**config.mk**
```make
export PLATFORM = sky130hd
export DESIGN_NAME = lsu_mem_ctrl_flat
export DESIGN_NICKNAME = d
export VERILOG_FILES = /design/src/rtl/lsu_mem_ctrl_if.sv /design/src/rtl/lsu_mem_ctrl.sv /design/src/flat_wrapper.sv
export SDC_FILE = /design/constraint.sdc
export NUM_CORES = 1
export LEC_CHECK = 0
export ABC_CLOCK_PERIOD_IN_PS = 6440
export BUFFER_PORTS_ARGS = -buffer_cell sky130_fd_sc_hd__buf_4
export CORE_AREA = 2 2 158 160
export CTS_CLUSTER_SIZE = 10
export DETAILED_ROUTE_END_ITERATION = 12
export DIE_AREA = 0 0 160 162
export GPL_TIMING_DRIVEN = 0
export PLACE_DENSITY = 0.75
export SLEW_MARGIN = 0
export SYNTH_ARGS = -nofsm -noshare
export SYNTH_HDL_FRONTEND = slang
export SYNTH_SLANG_ARGS = --single-unit
```
**constraint.sdc**
```tcl
create_clock -name clock -period 6.44 [get_ports clock]
set_clock_uncertainty 0.1 [all_clocks]
set_input_delay 0.966 -clock clock [delete_from_list [all_inputs] [get_ports clock]]
set_output_delay 0.966 -clock clock [all_outputs]
set_load 0.01 [all_outputs]
```
**src/rtl/lsu_mem_ctrl_if.sv**
```systemverilog
// Handshake bundles for the load/store memory controller: upstream request/response
// channel (lsu_req_if) and the downstream memory command/completion bus (lsu_mem_bus_if).
interface lsu_req_if #(
    parameter int XLEN   = 64,
    parameter int ADDR_W = 64
);
    logic              req_valid;
    logic              req_ready;
    logic [ADDR_W-1:0] req_addr;
    logic              req_wen;
    logic [1:0]        req_size;
    logic              req_unsigned;
    logic [XLEN-1:0]   req_wdata;
    logic              resp_valid;
    logic              resp_ready;
    logic [XLEN-1:0]   resp_rdata;
    logic [1:0]        resp_err;

    modport master (
        output req_valid, req_addr, req_wen, req_size, req_unsigned, req_wdata, resp_ready,
        input  req_ready, resp_valid, resp_rdata, resp_err
    );

    modport slave (
        input  req_valid, req_addr, req_wen, req_size, req_unsigned, req_wdata, resp_ready,
        output req_ready, resp_valid, resp_rdata, resp_err
    );
endinterface

interface lsu_mem_bus_if #(
    parameter int XLEN   = 64,
    parameter int ADDR_W = 64
);
    localparam int NB = XLEN / 8;

    logic              mem_valid;
    logic              mem_ready;
    logic [ADDR_W-1:0] mem_addr;
    logic              mem_wen;
    logic [XLEN-1:0]   mem_wdata;
    logic [NB-1:0]     mem_wstrb;
    logic              mem_rvalid;
    logic [XLEN-1:0]   mem_rdata;
    logic              mem_err;

    modport master (
        output mem_valid, mem_addr, mem_wen, mem_wdata, mem_wstrb,
        input  mem_ready, mem_rvalid, mem_rdata, mem_err
    );

    modport slave (
        input  mem_valid, mem_addr, mem_wen, mem_wdata, mem_wstrb,
        output mem_ready, mem_rvalid, mem_rdata, mem_err
    );
endinterface

```
**src/rtl/lsu_mem_ctrl.sv**
```systemverilog
// Single-outstanding load/store unit memory controller: alignment check, byte-lane
// steering, load extension and a command/wait timeout, with registered bus outputs.
module lsu_mem_ctrl #(
    parameter int XLEN    = 64,
    parameter int ADDR_W  = 64,
    parameter int TIMEOUT = 255
) (
    input logic           clock,
    input logic           reset,
    lsu_req_if.slave      req,
    lsu_mem_bus_if.master mem
);
    localparam int NB    = XLEN / 8;
    localparam int OFS_W = $clog2(NB);

    typedef enum logic [1:0] {IDLE, CMD, WAIT, RESP} state_t;

    state_t           state;
    logic [OFS_W-1:0] ofs_q;
    logic [1:0]       size_q;
    logic             wen_q;
    logic             unsigned_q;
    logic [15:0]      tmo_cnt;

    logic [OFS_W-1:0] req_ofs;
    logic             misaligned;
    logic [NB-1:0]    req_strb;
    logic [XLEN-1:0]  load_shift;
    logic [XLEN-1:0]  load_data;
    logic [XLEN-1:0]  resp_data_next;
    logic [1:0]       resp_err_next;
    logic             sign_bit;
    logic             tmo_hit;
    int               load_bits;

    assign req.req_ready = (state == IDLE);
    assign tmo_hit       = (tmo_cnt == 16'(TIMEOUT - 1));

    // A doubleword on a 32-bit datapath can never be aligned, so it is rejected outright.
    always_comb begin
        req_ofs    = req.req_addr[OFS_W-1:0];
        misaligned = 1'b0;
        req_strb   = '0;
        case (req.req_size)
            2'd0: begin
                misaligned = 1'b0;
                req_strb   = NB'(1);
            end
            2'd1: begin
                misaligned = req_ofs[0];
                req_strb   = NB'(3);
            end
            2'd2: begin
                misaligned = (req_ofs[1:0] != 2'b00);
                req_strb   = NB'(15);
            end
            default: begin
                misaligned = (XLEN == 32) || (req_ofs != '0);
                req_strb   = '1;
            end
        endcase
        req_strb = req_strb << req_ofs;
    end

    always_comb begin
        load_shift = mem.mem_rdata >> {ofs_q, 3'b000};
        load_bits  = 8 << size_q;
        case (size_q)
            2'd0:    sign_bit = load_shift[7];
            2'd1:    sign_bit = load_shift[15];
            2'd2:    sign_bit = load_shift[31];
            default: sign_bit = load_shift[XLEN-1];
        endcase
        load_data = load_shift;
        for (int i = 0; i < XLEN; i++) begin
            if (i >= load_bits) begin
                load_data[i] = ~unsigned_q & sign_bit;
            end
        end
        resp_data_next = (mem.mem_err || wen_q) ? '0 : load_data;
        resp_err_next  = mem.mem_err ? 2'd2 : 2'd0;
    end

    // Completion has priority over the timeout in the same cycle; a timed-out command
    // drops mem_valid and any straggling completion is ignored outside CMD/WAIT.
    always_ff @(posedge clock) begin
        if (!reset) begin
            state          <= IDLE;
            ofs_q          <= '0;
            size_q         <= 2'd0;
            wen_q          <= 1'b0;
            unsigned_q     <= 1'b0;
            tmo_cnt        <= '0;
            mem.mem_valid  <= 1'b0;
            mem.mem_addr   <= '0;
            mem.mem_wen    <= 1'b0;
            mem.mem_wdata  <= '0;
            mem.mem_wstrb  <= '0;
            req.resp_valid <= 1'b0;
            req.resp_rdata <= '0;
            req.resp_err   <= 2'd0;
        end else begin
            case (state)
                IDLE: begin
                    if (req.req_valid) begin
                        ofs_q      <= req_ofs;
                        size_q     <= req.req_size;
                        wen_q      <= req.req_wen;
                        unsigned_q <= req.req_unsigned;
                        if (misaligned) begin
                            req.resp_valid <= 1'b1;
                            req.resp_rdata <= '0;
                            req.resp_err   <= 2'd1;
                            state          <= RESP;
                        end else begin
                            mem.mem_valid <= 1'b1;
                            mem.mem_addr  <= {req.req_addr[ADDR_W-1:OFS_W], {OFS_W{1'b0}}};
                            mem.mem_wen   <= req.req_wen;
                            mem.mem_wdata <= req.req_wen ? (req.req_wdata << {req_ofs, 3'b000}) : '0;
                            mem.mem_wstrb <= req.req_wen ? req_strb : '0;
                            tmo_cnt       <= '0;
                            state         <= CMD;
                        end
                    end
                end
                CMD: begin
                    tmo_cnt <= tmo_cnt + 16'd1;
                    if (mem.mem_ready && mem.mem_rvalid) begin
                        mem.mem_valid  <= 1'b0;
                        req.resp_valid <= 1'b1;
                        req.resp_rdata <= resp_data_next;
                        req.resp_err   <= resp_err_next;
                        state          <= RESP;
                    end else if (tmo_hit) begin
                        mem.mem_valid  <= 1'b0;
                        req.resp_valid <= 1'b1;
                        req.resp_rdata <= '0;
                        req.resp_err   <= 2'd3;
                        state          <= RESP;
                    end else if (mem.mem_ready) begin
                        mem.mem_valid <= 1'b0;
                        state         <= WAIT;
                    end
                end
                WAIT: begin
                    tmo_cnt <= tmo_cnt + 16'd1;
                    if (mem.mem_rvalid) begin
                        req.resp_valid <= 1'b1;
                        req.resp_rdata <= resp_data_next;
                        req.resp_err   <= resp_err_next;
                        state          <= RESP;
                    end else if (tmo_hit) begin
                        req.resp_valid <= 1'b1;
                        req.resp_rdata <= '0;
                        req.resp_err   <= 2'd3;
                        state          <= RESP;
                    end
                end
                default: begin
                    if (req.resp_ready) begin
                        req.resp_valid <= 1'b0;
                        state          <= IDLE;
                    end
                end
            endcase
        end
    end
endmodule

```
**src/flat_wrapper.sv**
```systemverilog
// flat-port wrapper written by rule: the top's interface ports become plain ports
module lsu_mem_ctrl_flat 
#(
    parameter int XLEN    = 64,
    parameter int ADDR_W  = 64,
    parameter int TIMEOUT = 255
)
  (clock, reset, req_req_valid, req_req_addr, req_req_wen, req_req_size, req_req_unsigned, req_req_wdata, req_resp_ready, req_req_ready, req_resp_valid, req_resp_rdata, req_resp_err, mem_mem_valid, mem_mem_addr, mem_mem_wen, mem_mem_wdata, mem_mem_wstrb, mem_mem_ready, mem_mem_rvalid, mem_mem_rdata, mem_mem_err);
  lsu_req_if #(.XLEN(XLEN), .ADDR_W(ADDR_W)) req_i ();
  lsu_mem_bus_if #(.XLEN(XLEN), .ADDR_W(ADDR_W)) mem_i ();
  input logic clock;
  input logic reset;
  input wire logic [$bits(req_i.req_valid)-1:0] req_req_valid;
  input wire logic [$bits(req_i.req_addr)-1:0] req_req_addr;
  input wire logic [$bits(req_i.req_wen)-1:0] req_req_wen;
  input wire logic [$bits(req_i.req_size)-1:0] req_req_size;
  input wire logic [$bits(req_i.req_unsigned)-1:0] req_req_unsigned;
  input wire logic [$bits(req_i.req_wdata)-1:0] req_req_wdata;
  input wire logic [$bits(req_i.resp_ready)-1:0] req_resp_ready;
  output wire logic [$bits(req_i.req_ready)-1:0] req_req_ready;
  output wire logic [$bits(req_i.resp_valid)-1:0] req_resp_valid;
  output wire logic [$bits(req_i.resp_rdata)-1:0] req_resp_rdata;
  output wire logic [$bits(req_i.resp_err)-1:0] req_resp_err;
  output wire logic [$bits(mem_i.mem_valid)-1:0] mem_mem_valid;
  output wire logic [$bits(mem_i.mem_addr)-1:0] mem_mem_addr;
  output wire logic [$bits(mem_i.mem_wen)-1:0] mem_mem_wen;
  output wire logic [$bits(mem_i.mem_wdata)-1:0] mem_mem_wdata;
  output wire logic [$bits(mem_i.mem_wstrb)-1:0] mem_mem_wstrb;
  input wire logic [$bits(mem_i.mem_ready)-1:0] mem_mem_ready;
  input wire logic [$bits(mem_i.mem_rvalid)-1:0] mem_mem_rvalid;
  input wire logic [$bits(mem_i.mem_rdata)-1:0] mem_mem_rdata;
  input wire logic [$bits(mem_i.mem_err)-1:0] mem_mem_err;
  assign req_i.req_valid = req_req_valid;
  assign req_i.req_addr = req_req_addr;
  assign req_i.req_wen = req_req_wen;
  assign req_i.req_size = req_req_size;
  assign req_i.req_unsigned = req_req_unsigned;
  assign req_i.req_wdata = req_req_wdata;
  assign req_i.resp_ready = req_resp_ready;
  assign req_req_ready = req_i.req_ready;
  assign req_resp_valid = req_i.resp_valid;
  assign req_resp_rdata = req_i.resp_rdata;
  assign req_resp_err = req_i.resp_err;
  assign mem_mem_valid = mem_i.mem_valid;
  assign mem_mem_addr = mem_i.mem_addr;
  assign mem_mem_wen = mem_i.mem_wen;
  assign mem_mem_wdata = mem_i.mem_wdata;
  assign mem_mem_wstrb = mem_i.mem_wstrb;
  assign mem_i.mem_ready = mem_mem_ready;
  assign mem_i.mem_rvalid = mem_mem_rvalid;
  assign mem_i.mem_rdata = mem_mem_rdata;
  assign mem_i.mem_err = mem_mem_err;
  lsu_mem_ctrl #(.XLEN(XLEN), .ADDR_W(ADDR_W), .TIMEOUT(TIMEOUT)) u_core (.clock(clock), .reset(reset), .req(req_i), .mem(mem_i));
endmodule
```
* Yosys cells after proc, flatten, opt, wreduce, memory -nomap -nowiden *
Cells that the tools add are included.

word-level totals
  bits in registers = 227
  bits in latches = 0
  RAM bits = 0
  ROM bits = 0
  input port bits = 203
  output and inout bits = 206
  logic and storage cells = 225
  memories kept = 0

cells by class
  add/subtract/negate cells = 1
  multiply operators = 0
  divide/modulo/power cells = 0
  $lt $le $gt $ge = 64
  equality and inequality tests = 12
  shift-type cells = 4
  mux-type cells = 108
  bitwise gates (word level) = 3
  reduce and logical (&&, ||, !) cells = 19

operator list
  operator                 number
  $ge A7 B32 Y1 const A    32
  $ge A6 B32 Y1 const A    16
  $mux W64                 7
  $ge A5 B32 Y1 const A    8
  $pmux W64 S3             1
  $ge A4 B32 Y1 const A    4
  $mux W1                  75
  $ge A3 B32 Y1 const A    2
  $shl A64 B6 Y64          1
  $shr A64 B6 Y64          1
  $ge A1 B32 Y1 const A    1
  $ge A2 B32 Y1 const A    1
  $mux W16                 2
  $pmux W16 S2             1
  $shl A4 B2 Y32 const A   1
  $mux W2                  14
  $pmux W8 S3              1
  $add A16 B1 Y16 const B  1
  $eq A16 B8 Y1 const B    1
  $pmux W2 S3              2
  $reduce_and A3 Y1        4
  $pmux W1 S3              3
  $mux W8                  1
  $reduce_and A4 Y1        2
  18 further kinds         29

* Longest topological paths before layout *
Gate-level depths: netlist (run 1).

  word-level depth = 7
  depth in mapped cells = 10
  gate-level depth less buffers = 8

* Least setup slack after synthesis (run 1) *
No wires, ideal clock.

  path type = input port to flip-flop
  from = in req_req_addr[0]
  to = reg u_core.req.resp_rdata[48]
  setup time = 122 ps
  data arrival time = 2792 ps
  required time = 6218 ps
  setup slack = 3426 ps
  stages = 8
  buffers on the path = 3
  path through = clkbuf_1 o21ai_0 o221a_2 or2_2 a22o_1 buf_2 clkbuf_1 a221o_1

between the ends
  cells in the longest elaborated chain, start to end = 4
  elaborated cells between the ends (all ways) = 5
  those cells by class = 1 x eq/ne; 1 x mux; 3 x reduce/logical

ends and longest elaborated chain
  element                                                   RTL line                                RTL
  from (decl)                                               flat_wrapper.sv:14                      input wire logic [$bits(req_i.req_addr)-1:0] req_req_addr;
  $reduce_bool A3 Y1 or $reduce_bool A2 Y1 (tied branches)  lsu_mem_ctrl.sv:58, lsu_mem_ctrl.sv:54
  $pmux W1 S3 (*)                                           lsu_mem_ctrl.sv:44                      case (req.req_size)
  $ne A2 B1 Y1 (no source line) (*)                         --
  $reduce_and A3 Y1 (no source line) (*)                    --
  to (signal assigned)                                      lsu_mem_ctrl.sv:131                     req.resp_rdata <= resp_data_next;
  to (signal assigned)                                      lsu_mem_ctrl.sv:149                     req.resp_rdata <= resp_data_next;
  to (decl)                                                 lsu_mem_ctrl_if.sv:26                   output req_ready, resp_valid, resp_rdata, resp_err

Every way passes the cells marked *; elsewhere a longest branch is shown, timed or not.
A chain may end at the register's enable or synchronous reset.

* Worst setup path after layout (run 1) *
  from = reg u_core.state[0]
  to = reg u_core.mem.mem_addr[56]

between the ends
  cells in the longest elaborated chain, start to end = 2

ends and longest elaborated chain
  element                             RTL line               RTL
  from (decl)                         lsu_mem_ctrl.sv:18     state_t state;
  from (signal assigned)              lsu_mem_ctrl.sv:88     state <= IDLE;
  from (signal assigned)              lsu_mem_ctrl.sv:114    state <= RESP;
  from (signal assigned)              lsu_mem_ctrl.sv:122    state <= CMD;
  $logic_not A2 Y1                    lsu_mem_ctrl.sv:103    case (state)
  $reduce_and A3 Y1 (no source line)  --
  to (signal assigned)                lsu_mem_ctrl.sv:117    mem.mem_addr <= {req.req_addr[ADDR_W-1:OFS_W], {OFS_W{1'b0}}};
  to (decl)                           lsu_mem_ctrl_if.sv:47  output mem_valid, mem_addr, mem_wen, mem_wdata, mem_wstrb,

No other way between the ends.

==> impl_metrics.py, run 1 <==
metrics = {
    "die": {
        "start_util_pct": 47.23,
        "row_count": 57,
        "die_y_um": 162,
        "io-pin-count": 409,
        "die_width_um": 160,
        "fp.dieArea_um2": 25920,
        "fp.coreArea_um2": 24110,
    },
    "pwr": {
        "power_leakage_nw": 6.603,
        "intPower_mw": 2.709,
        "p_sw_mw": 1.418,
        "p_per_area_nw_per_um2": 265.6,
        "ir_drop_mv": 0.2133,
        "swShare_pct": 34.37,
        "share_clk_of_total_power_pct": 32.1,
        "power.sequential.fraction_pct": 37.5,
        "combPwrFrac_pct": 30.4,
    },
    "sta": {
        "final_min_period_over_clock_period_pct": 56.51,
        "setup_total_negative_slack_ns": 0,
        "rsz_0062_raised_after_global_routing": "false",
        "layout_min_cycle_time_ns": 3.639,
        "final_hold_violations": 0,
        "maxSlewHeadroom_pct": 17.37,
        "worstMarginPinSlew_ns": 1.228,
        "total_count_of_max_transition_violations_in_the_final_report": 0,
        "setup_viol": 0,
        "maximum_achievable_frequency_ghz": 0.2748,
    },
    "setup_path": {
        "setup.worst_path.end_class": "flip-flop",
        "crit_arrival_ns": 3.99,
        "cp_data_required_time_ns": 6.79,
        "depth_of_the_most_critical_reg_to_reg_path": 10,
        "critical_path.reg2reg.endpoint": "u_core.mem.mem_addr[56]",
        "critical_path_class": "reg2reg",
        "start_kind": "flip-flop",
        "path_max_fanout": 10,
        "worst_r2r_setup_slack_ns": 2.80,
        "critical_path.reg2reg.startpoint": "u_core.state[0]",
    },
    "clock_network": {
        "tritoncts_num_sinks": 227,
        "cts_setup_buffers": 0,
        "clock_path_buffers": 3,
        "postCtsHoldBufs": 0,
        "clock_latency_ns": 0.55,
        "numCtsBuffers": 27,
        "clk_root_buffer_cell": "sky130_fd_sc_hd__clkbuf_16",
        "clock_tree.htree_level_count": 1,
        "cts_tree": "built",
        "post_cts.resized_instances": 0,
        "clk_transition_reported_paths_ns": 0.06,
    },
    "routing": {
        "wirelength_mm": 48.69,
        "post-route-drc-count": 0,
        "route.detailed.wl_per_inst_um": 22.88,
        "route.vias.total": 12600,
        "routed_via_density": 5.922,
        "initialDrtViolationCount": 1204,
        "final_antenna_net_count": 0,
        "drt_pre_antenna_iters": 5,
    },
    "global_routing": {
        "grt_first_pass_wirelength_mm": 72.41,
        "grt.overflow.total": 0,
        "globalRouteTotalUtil_pct": 35.84,
        "antenna_violations_before_repair": 1,
        "grt_pass1_vias": 11940,
        "grt_start_max_net_pins": 15,
    },
    "finish": {
        "flow.area_growth_from_synthesis_pct": 36.49,
        "drive_gt1_share_pct": 28.06,
        "fin_nets": 2008,
        "final_cell_count_no_fill": 2128,
    },
    "min_path": {
        "hp-start": "u_core.mem.mem_addr[55]",
        "worstHoldEndpoint": "u_core.mem.mem_addr[55]",
        "hold-path-cell-count": 2,
        "min_path_type": "reg2reg",
    },
    "placed_design": {
        "gpl.final_weighted_congestion": 0.9982,
        "io_port_bufs": 402,
        "dpl.hpwl_mm": 38.33,
        "place_inst": 2094,
    },
    "logic_synthesis": {
        "synth_largest_area_cell": "sky130_fd_sc_hd__dfxtp_1",
        "ys_warn_count": 0,
        "synth_commonest_cells": "251 x sky130_fd_sc_hd__nand2_1, 227 x sky130_fd_sc_hd__dfxtp_1, 123 x sky130_fd_sc_hd__a21oi_1, 119 x sky130_fd_sc_hd__nor2_1, 107 x sky130_fd_sc_hd__mux2i_1",
        "synth_async_sr_flop_share_pct": 0,
        "synthesis.instances": 1366,
        "synth_edf_count": 0,
        "yosys.area.top_type_share_pct": 39.92,
        "post_synth_num_cell_types": 65,
        "number_of_storage_elements_in_the_synthesis_netlist": 227,
        "synth.most_common_cell": "sky130_fd_sc_hd__nand2_1",
        "ys_seq_area_share_pct": 39.92,
        "ys_dominant_reg_cell": "sky130_fd_sc_hd__dfxtp_1",
        "synth_area_per_cell_um2": 8.334,
        "synth.cell_area_um2": 11380,
        "post_synth_main_area_contributors": "sky130_fd_sc_hd__dfxtp_1 40%, sky130_fd_sc_hd__mux2i_1 9.4%, sky130_fd_sc_hd__nand2_1 8.3%",
    },
    "status": {
        "outcome": "finished clean",
    },
    "flow_run": {
        "maxCapViolations": 0,
    },
}
==> power by group through the flow <==
stage / registers (mW) / clock network, mW / logic (mW)
floorplan: 1.60 / 0 / 0.675
global placement: 1.57 / 0 / 1.22
detailed placement: 1.57 / 0 / 1.22
CTS: 1.55 / 1.34 / 1.23
global route: 1.56 / 1.39 / 1.34
finish: 1.55 / 1.32 / 1.26
==> critical path, stage by stage (launching register included) <==
cell and delay (ns):
sky130_fd_sc_hd__dfxtp_1 0.38, sky130_fd_sc_hd__inv_1 0.08, sky130_fd_sc_hd__ha_1 0.29, sky130_fd_sc_hd__and2_1 0.18
sky130_fd_sc_hd__clkbuf_1 0.26, sky130_fd_sc_hd__o211ai_1 0.20, sky130_fd_sc_hd__clkbuf_1 0.55, sky130_fd_sc_hd__clkbuf_1 0.60
sky130_fd_sc_hd__clkbuf_1 0.58, sky130_fd_sc_hd__nand2_1 0.14, sky130_fd_sc_hd__a21oi_1 0.18
==> cell usage in the layout, fill, tap and decap left out, types with 66 or more instances in the layout <==
cell type / netlist / final
sky130_fd_sc_hd__a21oi_1: 123 / 123
sky130_fd_sc_hd__a22oi_1: 66 / 66
sky130_fd_sc_hd__buf_4: 4 / 406
sky130_fd_sc_hd__clkbuf_1: 87 / 89
sky130_fd_sc_hd__dfxtp_1: 227 / 227
sky130_fd_sc_hd__mux2i_1: 107 / 107
sky130_fd_sc_hd__nand2_1: 251 / 251
sky130_fd_sc_hd__nor2_1: 119 / 119
sky130_fd_sc_hd__o21ai_0: 78 / 78
==> layer usage <==
layer / part of all wire (%) / vias to the layer above / GRT usage, %
met1: 41 / 5982 / 47.00
met2: 46 / 743 / 58.26
met3: 9.6 / 119 / 7.278
met5: 0 / - / 0
met4: 4.1 / 0 / 14.21
li1: - / 5758 / -
==> through the flow <==
stage	setup WS [ns]	util, %	cell area [µm²]	hold WS, ns	total power [mW]
after global routing	2.624	64.46	15540	0.3686	4.294
after global placement	2.434	61.46	14820	0.3405	2.787
final	2.801	64.46	15540	0.3524	4.127
after CTS	2.849	64.45	15540	0.3549	4.111
after floorplan	3.426	-	11390	0.3313	2.272
after detailed placement	2.448	61.46	14820	0.3476	2.794
==> final cells by class <==
cell class | count | area, µm²
inverters | 17 | 63.81
flip-flops and latches | 227 | 4544
fillers | 2149 | 8567
multi-input cells | 1005 | 6280
clock buffers | 29 | 683.2
well taps | 324 | 405.4
plain buffers | 119 | 504.2
repair buffers | 402 | 3018
diodes | 1 | 2.502
clock inverters | 4 | 37.54
==> sequential cells by signal, summed over array words and instances, names as in the netlist, 2 cells and up <==
signal,count
u_core.mem.mem_addr,61
u_core.ofs_q,3
u_core.size_q,2
u_core.mem.mem_wstrb,8
u_core.mem.mem_wdata,64
u_core.req.resp_rdata,64
u_core.req.resp_err,2
u_core.tmo_cnt,16
u_core.state,2
==> how the worst max path moves through the flow <==
stage                                      to  cells past startpoint       startpoint  slack (ns)
finish                u_core.mem.mem_addr[56]                     10  u_core.state[0]        2.80
global route          u_core.mem.mem_addr[56]                     10  u_core.state[0]        2.62
global placement      u_core.mem.mem_wstrb[3]                      9  req_req_size[1]        2.43
detailed placement    u_core.mem.mem_wstrb[2]                      9  req_req_size[1]        2.45
CTS                   u_core.mem.mem_addr[56]                     10  u_core.state[0]        2.85
floorplan           u_core.req.resp_rdata[48]                      8  req_req_addr[0]        3.43
==> cells by family (layout without fill, tap and decap cells) <==
kind of cell / Yosys count / count (layout) / synth area share, %
AO/OA/AOI/OAI: 394 / 394 / 22.69
XOR/XNOR: 9 / 9 / 0.6923
adder cells (fa/ha/maj): 6 / 6 / 0.6594
buffers and inverters: 136 / 571 / 4.990
flip-flops: 227 / 227 / 39.92
multiplexers: 150 / 150 / 14.75
other: 1 / 4 / 0.03294
AND/OR/NAND/NOR: 443 / 443 / 16.27
Note: power is estimated with default switching activity, not from simulation.
==> inputs of run 2 (changes only) <==
ABC_CLOCK_PERIOD_IN_PS = 3650   (was 6440)
CORE_AREA = 2 2 159 161   (was 2 2 158 160)
DIE_AREA = 0 0 161 163   (was 0 0 160 162)
clock period = 3.65 ns   (was 6.44 ns; I/O delays follow)
==> impl_metrics.py, run 2 (synthesis gave the netlist of run 1 again) <==
metrics = {
    "status": {
        "outcome": "finished clean",
    },
    "clock_network": {
        "clk_root_buffer_cell": "sky130_fd_sc_hd__clkbuf_16",
        "numCtsBuffers": 27,
        "clock_path_buffers": 3,
        "tritoncts_num_sinks": 227,
        "cts_setup_buffers": 0,
        "clk_transition_reported_paths_ns": 0.06,
        "clock_latency_ns": 0.54,
        "clock_tree.htree_level_count": 1,
        "cts_tree": "built",
    },
    "routing": {
        "route.vias.total": 12520,
        "met3RoutedLength_mm": 4.555,
        "wirelength_met1_mm": 18.92,
        "initialDrtViolationCount": 1245,
        "dr.max_layer_used": "met5",
        "route.detailed.wl_per_inst_um": 22.19,
        "post-route-drc-count": 0,
        "wirelength_mm": 47.38,
        "routed_via_density": 5.865,
        "drt_pre_antenna_iters": 5,
        "final_antenna_net_count": 0,
        "routed-wl-met2_mm": 21.46,
    },
    "finish": {
        "final_common_cell": "sky130_fd_sc_hd__buf_4",
        "drive_gt1_share_pct": 28.16,
        "flow.area_growth_from_synthesis_pct": 37.10,
        "largest_registers": "u_core.mem.mem_wdata: 64 flops, u_core.req.resp_rdata: 64 flops, u_core.mem.mem_addr: 61 flops",
        "final.fill_count": 2229,
        "multiInputGateArea_um2": 6292,
        "most-common-layout-cells": "406 x sky130_fd_sc_hd__buf_4, 251 x sky130_fd_sc_hd__nand2_1, 227 x sky130_fd_sc_hd__dfxtp_1",
        "fin_nets": 2008,
        "area.sequential_um2": 4544,
    },
    "die": {
        "die_width_um": 161,
        "fp.dieArea_um2": 26240,
        "row_count": 58,
        "io-pin-count": 409,
        "start_util_pct": 46.14,
        "die_y_um": 163,
        "fp.coreArea_um2": 24670,
    },
    "pwr": {
        "intPower_mw": 4.936,
        "power.sequential.fraction_pct": 37.0,
        "p_sw_mw": 2.452,
        "share_clk_of_total_power_pct": 33.2,
        "ir_drop_mv": 0.3993,
        "swShare_pct": 33.19,
        "power_leakage_nw": 6.633,
        "p_per_area_nw_per_um2": 473.3,
        "combPwrFrac_pct": 29.8,
    },
    "global_routing": {
        "grt_pass1_vias": 11770,
        "antenna_violations_before_repair": 2,
        "grt.overflow.total": 0,
        "globalRouteTotalUtil_pct": 34.43,
        "grt_start_max_net_pins": 14,
        "grt_first_pass_wirelength_mm": 69.92,
    },
    "min_path": {
        "min_path_type": "in2reg",
    },
    "sta": {
        "maximum_achievable_frequency_ghz": 0.2947,
        "total_count_of_max_transition_violations_in_the_final_report": 0,
        "setup_viol": 0,
        "worstMarginPinSlew_ns": 0.8909,
        "rsz_0062_raised_after_global_routing": "false",
        "layout_min_cycle_time_ns": 3.393,
        "final_hold_violations": 0,
        "maxSlewHeadroom_pct": 40.11,
        "setup_total_negative_slack_ns": 0,
        "final_min_period_over_clock_period_pct": 92.95,
        "finalWorstSetupSlack_ns": 0.2572,
    },
    "setup_path": {
        "cp_data_required_time_ns": 4.01,
        "crit_arrival_ns": 3.75,
        "setup.worst_path.end_class": "flip-flop",
        "start_kind": "flip-flop",
        "path_max_fanout": 10,
        "critical_path_class": "reg2reg",
    },
    "placed_design": {
        "preCtsSetupSlack_ns": 0.07906,
        "gpl.final_weighted_congestion": 0.9869,
        "dpl.hpwl_mm": 37.10,
        "io_port_bufs": 402,
    },
    "flow_run": {
        "maxCapViolations": 0,
    },
}
run 2: cell count changes in the layout (fill, tap and decap cells not counted), sizes merged:
| cell | before | now |
|---|---|---|
| clkinv | 4 | 2 |
| clkinvlp | 1 | 0 |
| bufinv | 0 | 2 |
| clkbuf | 116 | 118 |
run 2: cell type report:
type,count,share of cell area (%)
clock inverters,3,0.4409
inverters,17,0.4088
clock buffers,31,4.489
multi-input cells,1005,40.31
repair buffers,402,19.33
diodes,1,0.01603
flip-flops and latches,227,29.11
plain buffers,119,3.238
well taps,330,2.645
run 2: stage by stage:
stage                     area [µm²]  util [%]  hold WS (ns)  power [mW]  cells
after floorplan                11390         -        0.3313       4.008   1368
after global placement         14820     60.08        0.3412       4.900   2100
after detailed placement       14820     60.08        0.3457       4.922   2100
after CTS                      15590     63.19        0.1430       7.374   2134
after global routing           15610     63.26        0.1549       7.688   2135
final                          15610     63.26        0.1575       7.388   2135
run 2: layer usage:
metal  vias up  track usage [%]
li1       5750                -
met2       726            55.46
met4         2            15.83
met3       157            8.276
met1      5887            43.80
met5         -                0
run 2: path summary, 6_finish.rpt:
kind | end | slack (ns) | cells after the start | start
max | u_core.mem.mem_wdata[61] | 0.26 | 10 | u_core.state[0]
min | u_core.mem.mem_addr[44] | 0.16 | 3 | req_req_addr[44]
max reg2reg | u_core.mem.mem_wdata[61] | 0.26 | 10 | u_core.state[0]
min reg2reg | u_core.mem.mem_addr[5] | 0.35 | 2 | u_core.mem.mem_addr[5]
run 2: worst max-delay path: stages, from the launching register on:
cell and delay, ns:
sky130_fd_sc_hd__dfxtp_1 0.38, sky130_fd_sc_hd__inv_1 0.08, sky130_fd_sc_hd__ha_1 0.30, sky130_fd_sc_hd__and2_1 0.17
sky130_fd_sc_hd__clkbuf_1 0.23, sky130_fd_sc_hd__o211ai_1 0.18, sky130_fd_sc_hd__clkbuf_1 0.60, sky130_fd_sc_hd__clkbuf_2 0.41
sky130_fd_sc_hd__clkbuf_1 0.54, sky130_fd_sc_hd__a22oi_1 0.19, sky130_fd_sc_hd__nor2_1 0.11
run 2: repair_timing:
item,4_1_cts,5_1_grt
gates resized for setup,0,3
endpoints found under the hold margin,0,0
hold buffers,0,0
endpoints found under the setup margin,0,28
run 2: power groups by stage:
| stage | clock [mW] | sequential [mW] | combinational, mW |
|---|---|---|---|
| floorplan | 0 | 2.82 | 1.19 |
| global placement | 0 | 2.77 | 2.13 |
| detailed placement | 0 | 2.78 | 2.14 |
| CTS | 2.49 | 2.73 | 2.15 |
| global route | 2.59 | 2.75 | 2.35 |
| finish | 2.45 | 2.73 | 2.20 |
